### src/rtl/hiscore_upload.sv
// hiscore_upload: serves hps_io upload reads from the core work-RAM window
// (high-score / NVRAM area), pausing the game CPU for the whole session.
// Optional feature macro: HISCORE_CHECKSUM_EN. When defined, a checksum
// sweep runs after the pause is granted, and byte SIZE returns the value
// that makes all SIZE+1 exported bytes total 0 mod 256.
//
// Host handshake: ioctl_rd is a one-cycle request that is honoured only
// while ioctl_wait is low (READY). ioctl_wait rises the cycle after an
// in-range request and falls in the same cycle that ioctl_din carries the
// byte. Out-of-range requests complete the next cycle without raising
// ioctl_wait. Requests made while ioctl_wait is high are ignored.
module hiscore_upload #(
  parameter int AW     = 10,
  parameter int SIZE   = 64,
  parameter int RD_LAT = 1,
  parameter int ACK_TO = 4096
) (
  input  logic          clk_sys,
  input  logic          reset,
  input  logic          ioctl_upload,
  input  logic          ioctl_rd,
  input  logic [24:0]   ioctl_addr,
  output logic [7:0]    ioctl_din,
  output logic          ioctl_wait,
  output logic          pause_req,
  input  logic          pause_ack,
  output logic [AW-1:0] ram_addr,
  output logic          ram_rd,
  input  logic [7:0]    ram_q,
  output logic          ack_timeout,
  output logic          done,
  output logic [2:0]    dbg_state
);

  // One counter serves the ack timeout, the fetch latency and the sweep.
  localparam int ACK_W = $clog2(ACK_TO) + 1;
  localparam int SUM_W = AW + 3;
  localparam int CW    = (ACK_W > SUM_W) ? ACK_W : SUM_W;

  localparam logic [CW-1:0] ACK_LAST   = CW'(ACK_TO - 1);
  localparam logic [CW-1:0] FETCH_LAST = CW'(RD_LAT);
  localparam logic [24:0]   SIZE_A     = 25'(SIZE);
`ifdef HISCORE_CHECKSUM_EN
  localparam logic [CW-1:0] SUM_ISSUE_END = CW'(SIZE - 1);
  localparam logic [CW-1:0] SUM_ACC_FROM  = CW'(RD_LAT);
  localparam logic [CW-1:0] SUM_LAST      = CW'(SIZE - 1 + RD_LAT);
`endif

  typedef enum logic [2:0] {
    S_IDLE  = 3'd0,
    S_PAUSE = 3'd1,
    S_READY = 3'd2,
    S_FETCH = 3'd3
`ifdef HISCORE_CHECKSUM_EN
    , S_SUM = 3'd4
`endif
  } state_t;

  state_t        state, state_n;
  logic          upload_q;
  logic [CW-1:0] cnt;
  logic [7:0]    fill_byte;

  // Control strobes from the FSM to the datapath registers.
  logic          issue_rd;
  logic [AW-1:0] issue_addr;
  logic          cnt_clr, cnt_inc;
  logic          latch_q, load_fill;
  logic          set_to, clr_to;
  logic          pulse_done;

`ifdef HISCORE_CHECKSUM_EN
  logic [7:0]    sum;
  logic          acc_sum, clr_sum;
  logic [CW-1:0] cnt_plus1;
  assign cnt_plus1 = cnt + CW'(1);
`endif

  // Fill byte for requests outside the RAM window.
`ifdef HISCORE_CHECKSUM_EN
  assign fill_byte = (ioctl_addr == SIZE_A) ? (8'd0 - sum) : 8'hFF;
`else
  assign fill_byte = 8'hFF;
`endif

  // State register.
  always_ff @(posedge clk_sys) begin
    if (reset) state <= S_IDLE;
    else       state <= state_n;
  end

  // Next-state logic, control strobes and state-decoded outputs.
  always_comb begin
    state_n    = state;
    issue_rd   = 1'b0;
    issue_addr = '0;
    cnt_clr    = 1'b0;
    cnt_inc    = 1'b0;
    latch_q    = 1'b0;
    load_fill  = 1'b0;
    set_to     = 1'b0;
    clr_to     = 1'b0;
    pulse_done = 1'b0;
`ifdef HISCORE_CHECKSUM_EN
    acc_sum    = 1'b0;
    clr_sum    = 1'b0;
`endif
    pause_req  = (state != S_IDLE);
    ioctl_wait = (state == S_PAUSE) || (state == S_FETCH)
`ifdef HISCORE_CHECKSUM_EN
                 || (state == S_SUM)
`endif
                 ;
    dbg_state  = state;

    // Session end wins over everything; any in-flight read is dropped.
    if ((state != S_IDLE) && !ioctl_upload) begin
      state_n    = S_IDLE;
      pulse_done = 1'b1;
    end else begin
      case (state)
        S_IDLE: begin
          if (ioctl_upload && !upload_q) begin
            state_n = S_PAUSE;
            cnt_clr = 1'b1;
            clr_to  = 1'b1;
          end
        end
        S_PAUSE: begin
          // A late ack on the final count still counts as an ack.
          if (pause_ack || (cnt == ACK_LAST)) begin
            set_to  = !pause_ack;
            cnt_clr = 1'b1;
`ifdef HISCORE_CHECKSUM_EN
            state_n    = S_SUM;
            issue_rd   = 1'b1;
            issue_addr = '0;
            clr_sum    = 1'b1;
`else
            state_n    = S_READY;
`endif
          end else begin
            cnt_inc = 1'b1;
          end
        end
`ifdef HISCORE_CHECKSUM_EN
        S_SUM: begin
          // cnt counts sweep cycles; issue i is returned at cnt = i + RD_LAT.
          cnt_inc = 1'b1;
          if (cnt < SUM_ISSUE_END) begin
            issue_rd   = 1'b1;
            issue_addr = cnt_plus1[AW-1:0];
          end
          if (cnt >= SUM_ACC_FROM) acc_sum = 1'b1;
          if (cnt == SUM_LAST)     state_n = S_READY;
        end
`endif
        S_READY: begin
          if (ioctl_rd) begin
            if (ioctl_addr < SIZE_A) begin
              issue_rd   = 1'b1;
              issue_addr = ioctl_addr[AW-1:0];
              cnt_clr    = 1'b1;
              state_n    = S_FETCH;
            end else begin
              load_fill = 1'b1;
            end
          end
        end
        S_FETCH: begin
          if (cnt == FETCH_LAST) begin
            latch_q = 1'b1;
            state_n = S_READY;
          end else begin
            cnt_inc = 1'b1;
          end
        end
        default: state_n = S_IDLE;
      endcase
    end
  end

  // Datapath registers driven by the FSM strobes.
  always_ff @(posedge clk_sys) begin
    if (reset) begin
      upload_q    <= 1'b0;
      cnt         <= '0;
      ram_rd      <= 1'b0;
      ram_addr    <= '0;
      ioctl_din   <= 8'h00;
      ack_timeout <= 1'b0;
      done        <= 1'b0;
`ifdef HISCORE_CHECKSUM_EN
      sum         <= 8'h00;
`endif
    end else begin
      upload_q <= ioctl_upload;
      ram_rd   <= issue_rd;
      done     <= pulse_done;
      if (issue_rd) ram_addr <= issue_addr;
      if (cnt_clr)      cnt <= '0;
      else if (cnt_inc) cnt <= cnt + CW'(1);
      if (latch_q)        ioctl_din <= ram_q;
      else if (load_fill) ioctl_din <= fill_byte;
      if (clr_to)      ack_timeout <= 1'b0;
      else if (set_to) ack_timeout <= 1'b1;
`ifdef HISCORE_CHECKSUM_EN
      if (clr_sum)      sum <= 8'h00;
      else if (acc_sum) sum <= sum + ram_q;
`endif
    end
  end

endmodule
### config.mk
export PLATFORM = sky130hd
export DESIGN_NAME = hiscore_upload
export DESIGN_NICKNAME = d
export VERILOG_FILES = /design/src/rtl/hiscore_upload.sv
export SDC_FILE = /design/constraint.sdc
export NUM_CORES = 1
export LEC_CHECK = 0
export ABC_AREA = 1
export CELL_PAD_IN_SITES_DETAIL_PLACEMENT = 0
export CELL_PAD_IN_SITES_GLOBAL_PLACEMENT = 2
export CORE_ASPECT_RATIO = 0.5
export CORE_MARGIN = 2
export CORE_UTILIZATION = 26
export DETAILED_ROUTE_END_ITERATION = 6
export GPL_ROUTABILITY_DRIVEN = 0
export PLACE_DENSITY = 0.87
export RECOVER_POWER = 100
export REMOVE_ABC_BUFFERS = 1
export SLEW_MARGIN = 20
export SYNTH_ARGS = -nofsm -noshare
export SYNTH_HDL_FRONTEND = slang
export SYNTH_SLANG_ARGS = --single-unit
### constraint.sdc
create_clock -name clk_sys -period 2.6 [get_ports clk_sys]
set_input_delay 0.78 -clock clk_sys [delete_from_list [all_inputs] [get_ports clk_sys]]
set_output_delay 0.78 -clock clk_sys [all_outputs]
set_load 0.1 [all_outputs]
### Word level (Yosys, flattened, before mapping)

Index checks and enable logic that the tools add are counted.

* add/sub/neg operators: 1
* $lt $le $gt $ge: 1
* eq/ne operators: 10
* muxes and demuxes: 37
* reduce and logical (&&, ||, !) cells: 14

Operator list (count)
* 10-bit 2-to-1 mux: 4
* 25-bit by 7-bit < comparator with 1-bit output, second input constant: 1
* 1-bit 2-to-1 mux: 23
* 8-bit 2-to-1 mux: 2
* 3-bit 2-to-1 mux: 5
* 13-bit by 1-bit adder with 13-bit output, second input constant: 1
* 13-bit by 1-bit equality test with 1-bit output, second input constant: 1
* 13-bit by 12-bit equality test with 1-bit output, second input constant: 1
* 3-bit one-hot mux with 4 select lines: 1
* 3-bit by 2-bit equality test with 1-bit output, second input constant: 2
* 2-bit inequality test, second input constant: 3
* 2-bit OR reduction: 3
* 5-bit AND reduction: 1
* 2-bit by 1-bit inequality test with 1-bit output, second input constant: 2
* 3-bit by 1-bit equality test with 1-bit output, second input constant: 1
* 1-bit logical NOT: 3
* 3-bit logical NOT: 1
* 1-bit one-hot mux with 3 select lines: 1
* 3-bit nonzero test: 1
* 1-bit logical AND: 2
* 1-bit logical OR: 2
* 1-bit one-hot mux with 2 select lines: 1
* 2-bit nonzero test: 1

* register bits after elaboration: 38
* output and inout bits: 26
* logic and storage cells: 71

### Logic depth before layout (Yosys ltp)

* word-level depth: 7
* depth in mapped cells: 13

### Least setup slack after synthesis

Ideal clock, no wire load.

* path type: register to output
* start: register state[0] (netlist: dbg_state[0])
* end: output port ioctl_wait
* arrival: 1.909 ns
* setup slack: -0.089 ns
* stages on the path, launching flop included: 2
* path buffers: 1
* cells stage by stage: dfxtp_1 -> clkbuf_1

* word-level cells in the longest chain between the ends: 2
* elaborated cells between the ends (all ways): 3

RTL lines
* start, declared: line 59 `state_t state, state_n;`
* start signal, assigned: line 89 `else state <= state_n;`
* 3-bit by 1-bit equality test with 1-bit output / 3-bit by 2-bit equality test with 1-bit output (equally long branches): line 109 `ioctl_wait = (state == S_PAUSE) || (state == S_FETCH)`
* 1-bit logical OR *: line 109
* end, declared: line 24 `output logic ioctl_wait,`

Every way passes the cells marked *; elsewhere a longest branch is shown, timed or not.

### Final worst setup path

* start: register ram_addr[4]
* end: output port ram_addr[4]

RTL lines
* start, declared: line 27 `output logic [AW-1:0] ram_addr,`
* start signal, assigned: line 200 `if (issue_rd) ram_addr <= issue_addr;`

No word-level cell between the ends.

==> summary.md <==
| Metric | Value |
|---|---|
| CTS Buf Count | `5` |
| Drt initial violations | `55` |
| Maximum clock rate | `438 MHz` |
| Critical path buffers and inverters | `1` |
| Clock power share | `0.422` |
| Slowest stage delay, CP | `0.88 ns` |
| Share of layout cells above drive strength 1 | `0.0803` |
| P_int | `1020 µW` |
| Final worst path period share | `0.878` |
| Psw | `410 µW` |
| Initial Util | `0.268` |
| Skew-Pair Late Insertion Delay | `0.28 ns` |
| Max Cap Viol | `0` |
| Final Cell Area | `2700 µm²` |
| Status | `finished clean` |
| RSZ-0062 raised after global routing | `no` |
| CP required | `1.82 ns` |
| Reg clk slew, reported paths | `0.06 ns` |
| Highest-count cells in the layout ignoring fill and taps | `nand2_1, inv_1, nor2_1` |
| Synth area leader | `dfxtp_1` |
| Synth Register Bits | `37` |
| Post-synth top area share | `0.376` |
| Commonest non-fill, non-tap cell in the layout | `nand2_1` |
| Post-DP HPWL | `3920 µm` |
| Worst min path class | `reg -> reg` |
| Vias post-DR | `1976` |
| Largest cells by area after synthesis | `dfxtp_1, nand2_1, inv_1` |
| Number of routed nets with antenna violations | `0` |
| H-Tree Depth | `2` |
| Post-CTS Setup Bufs | `0` |
| Worst Path Max Fanout | `2` |
| Non-filler cells, final | `457` |
| Crit path max-delay cell type | `clkbuf_1` |
| Number of vias per cell | `4.32` |
| Max-slew violation count | `0` |
| Wire length of the first global-routing pass | `9030 µm` |
| WL/cell | `11.2 µm` |
| P&R area growth vs syn | `37.0%` |
| IO Pins | `64` |
| Delay-heaviest family, CP | `buffers and inverters` |
| Min Clock Period, post-route | `2.28 ns` |
| Crit path DAT | `1.50 ns` |
| Worst vdd ir | `0.237 mV` |
| Slew @ Worst Pin | `1.19 ns` |
| Clk sink count | `37` |
| CP endpoint kind | `primary output` |
| Area of placed instances | `2650 µm²` |
| Placed Cells | `449` |
| Finish-stage setup viols | `0` |
| FP Rows | `22` |
| TritonCTS clock tree | `yes` |
| Sequential Power Share | `0.409` |
| Startpoint class of the critical path | `flip-flop` |
| GR Overflow Total | `0` |
| Count of final hold-check violations | `0` |
| Sequential area share after synthesis | `0.376` |
| Yosys warning count | `0` |
| R2R Setup Slk | `0.88 ns` |
| Initial antenna violation count | `0` |
| Wirelength, routed | `5100 µm` |
| Avg Cell Area, Syn | `6.70 µm²` |
| Die outline width | `127 µm` |
| Post-synthesis cell count | `294` |
| Drt drc | `0` |
| Chip Height | `65.6 µm` |
| Switching fraction of total power | `0.288` |
| Netlist cell types | `28` |
| Hold Buf Count CTS | `0` |
| Cell area after synthesis | `1970 µm²` |
| Cts repair resizes | `0` |
| Largest net degree at the start of global routing | `21` |
| Power Density | `528 nW/µm²` |
| Post-Route Setup TNS | `0 ns` |
| CP Class | `reg -> out` |
| N_diodes | `0` |
| Vias in the first global route | `1963` |
| Max-slew headroom | `0.209` |
| Core Area | `7350 µm²` |
| Port Buf Inserts | `62` |
| Leak Pwr | `0.00135 µW` |
| Total GRT Usage | `0.134` |
| Clk root buf | `clkbuf_16` |
| Die area | `8330 µm²` |
| Crit path cell chain | `clkbuf_1` |
| Nets | `400` |
| DRT Pass-1 Iters | `4` |
| Clk_skew | `0.00462 ns` |
| CTS max path bufs | `2` |
| Logic gate share of total power | `0.170` |
| Fillers | `799` |
## through the flow
step,hold slack (ns),worst slack [ns],power [µW],util
after floorplan,0.510,-0.677,736,-
after global placement,0.441,0.191,847,0.361
after detailed placement,0.444,0.112,848,0.361
after CTS,0.452,0.416,1460,0.380
after global routing,0.465,0.118,1500,0.367
final,0.449,0.317,1430,0.367
## synthesized netlist by cell type (all sizes together)
library cell,instances
a21oi,3
a31oi,2
and2,1
buf,6
clkbuf,3
conb,1
dfxtp,37
ha,2
inv,50
nand2,78
nand3,25
nand3b,9
nand4,6
nor2,44
nor3,5
o211ai,8
o21ai,6
xnor2,1
xor2,7
## path summary, 6_finish.rpt
kind,cells past startpoint,startpoint,endpoint
min,2,ram_addr[7],ram_addr[7]
max,1,ram_addr[4],ram_addr[4]
max reg2reg,7,dbg_state[1],ram_addr[0]
min reg2reg,2,ram_addr[7],ram_addr[7]
## power groups by stage
stage	logic, µW	clock network [µW]	registers [µW]
2_1_floorplan	86.0	0	650
3_3_place_gp	252	0	595
3_5_place_dp	253	0	595
4_1_cts	253	625	582
5_1_grt	260	655	584
6_report	242	601	583
## final cells by class
type | instances | area (µm²) | share of cell area
tap | 96 | 120 | 0.0445
sequential | 37 | 741 | 0.274
timing repair buffer | 68 | 522 | 0.193
clock buffer | 6 | 129 | 0.0477
multi-input combinational | 198 | 986 | 0.365
clock inverter | 2 | 15.0 | 0.00556
inverter | 50 | 188 | 0.0695
## tightest hold or removal path, cell delays in order, from the launching register on
cell and delay (ns):
dfxtp_1 0.31, nand2_1 0.06, nor2_1 0.04
## state kept, by name (all words and copies together) (netlist names)
register     cells
ack_timeout      1
cnt             13
dbg_state        2
done             1
ioctl_din        8
ram_addr        10
ram_rd           1
upload_q         1
## kinds of logic (layout without fill, tap and decap cells)
group | count (synthesis) | after routing | share of synthesized area
AND/OR/NAND/NOR | 168 | 168 | 0.390
buffers and inverters | 59 | 126 | 0.124
flip-flops | 37 | 37 | 0.376
AO/OA/AOI/OAI | 19 | 19 | 0.0597
XOR/XNOR | 8 | 8 | 0.0356
adder cells (fa/ha/maj) | 2 | 2 | 0.0127
other | 1 | 1 | 0.00190
## per-layer routing
layer  global-route usage  part of all wire  vias up
met5                    0                 0        -
met4               0.0385            0.0094        0
met3               0.0432             0.045        4
met2                0.235              0.47       31
met1                0.161              0.48      897
li1                     -                 -     1044
Power figures use the tool's default switching activity.
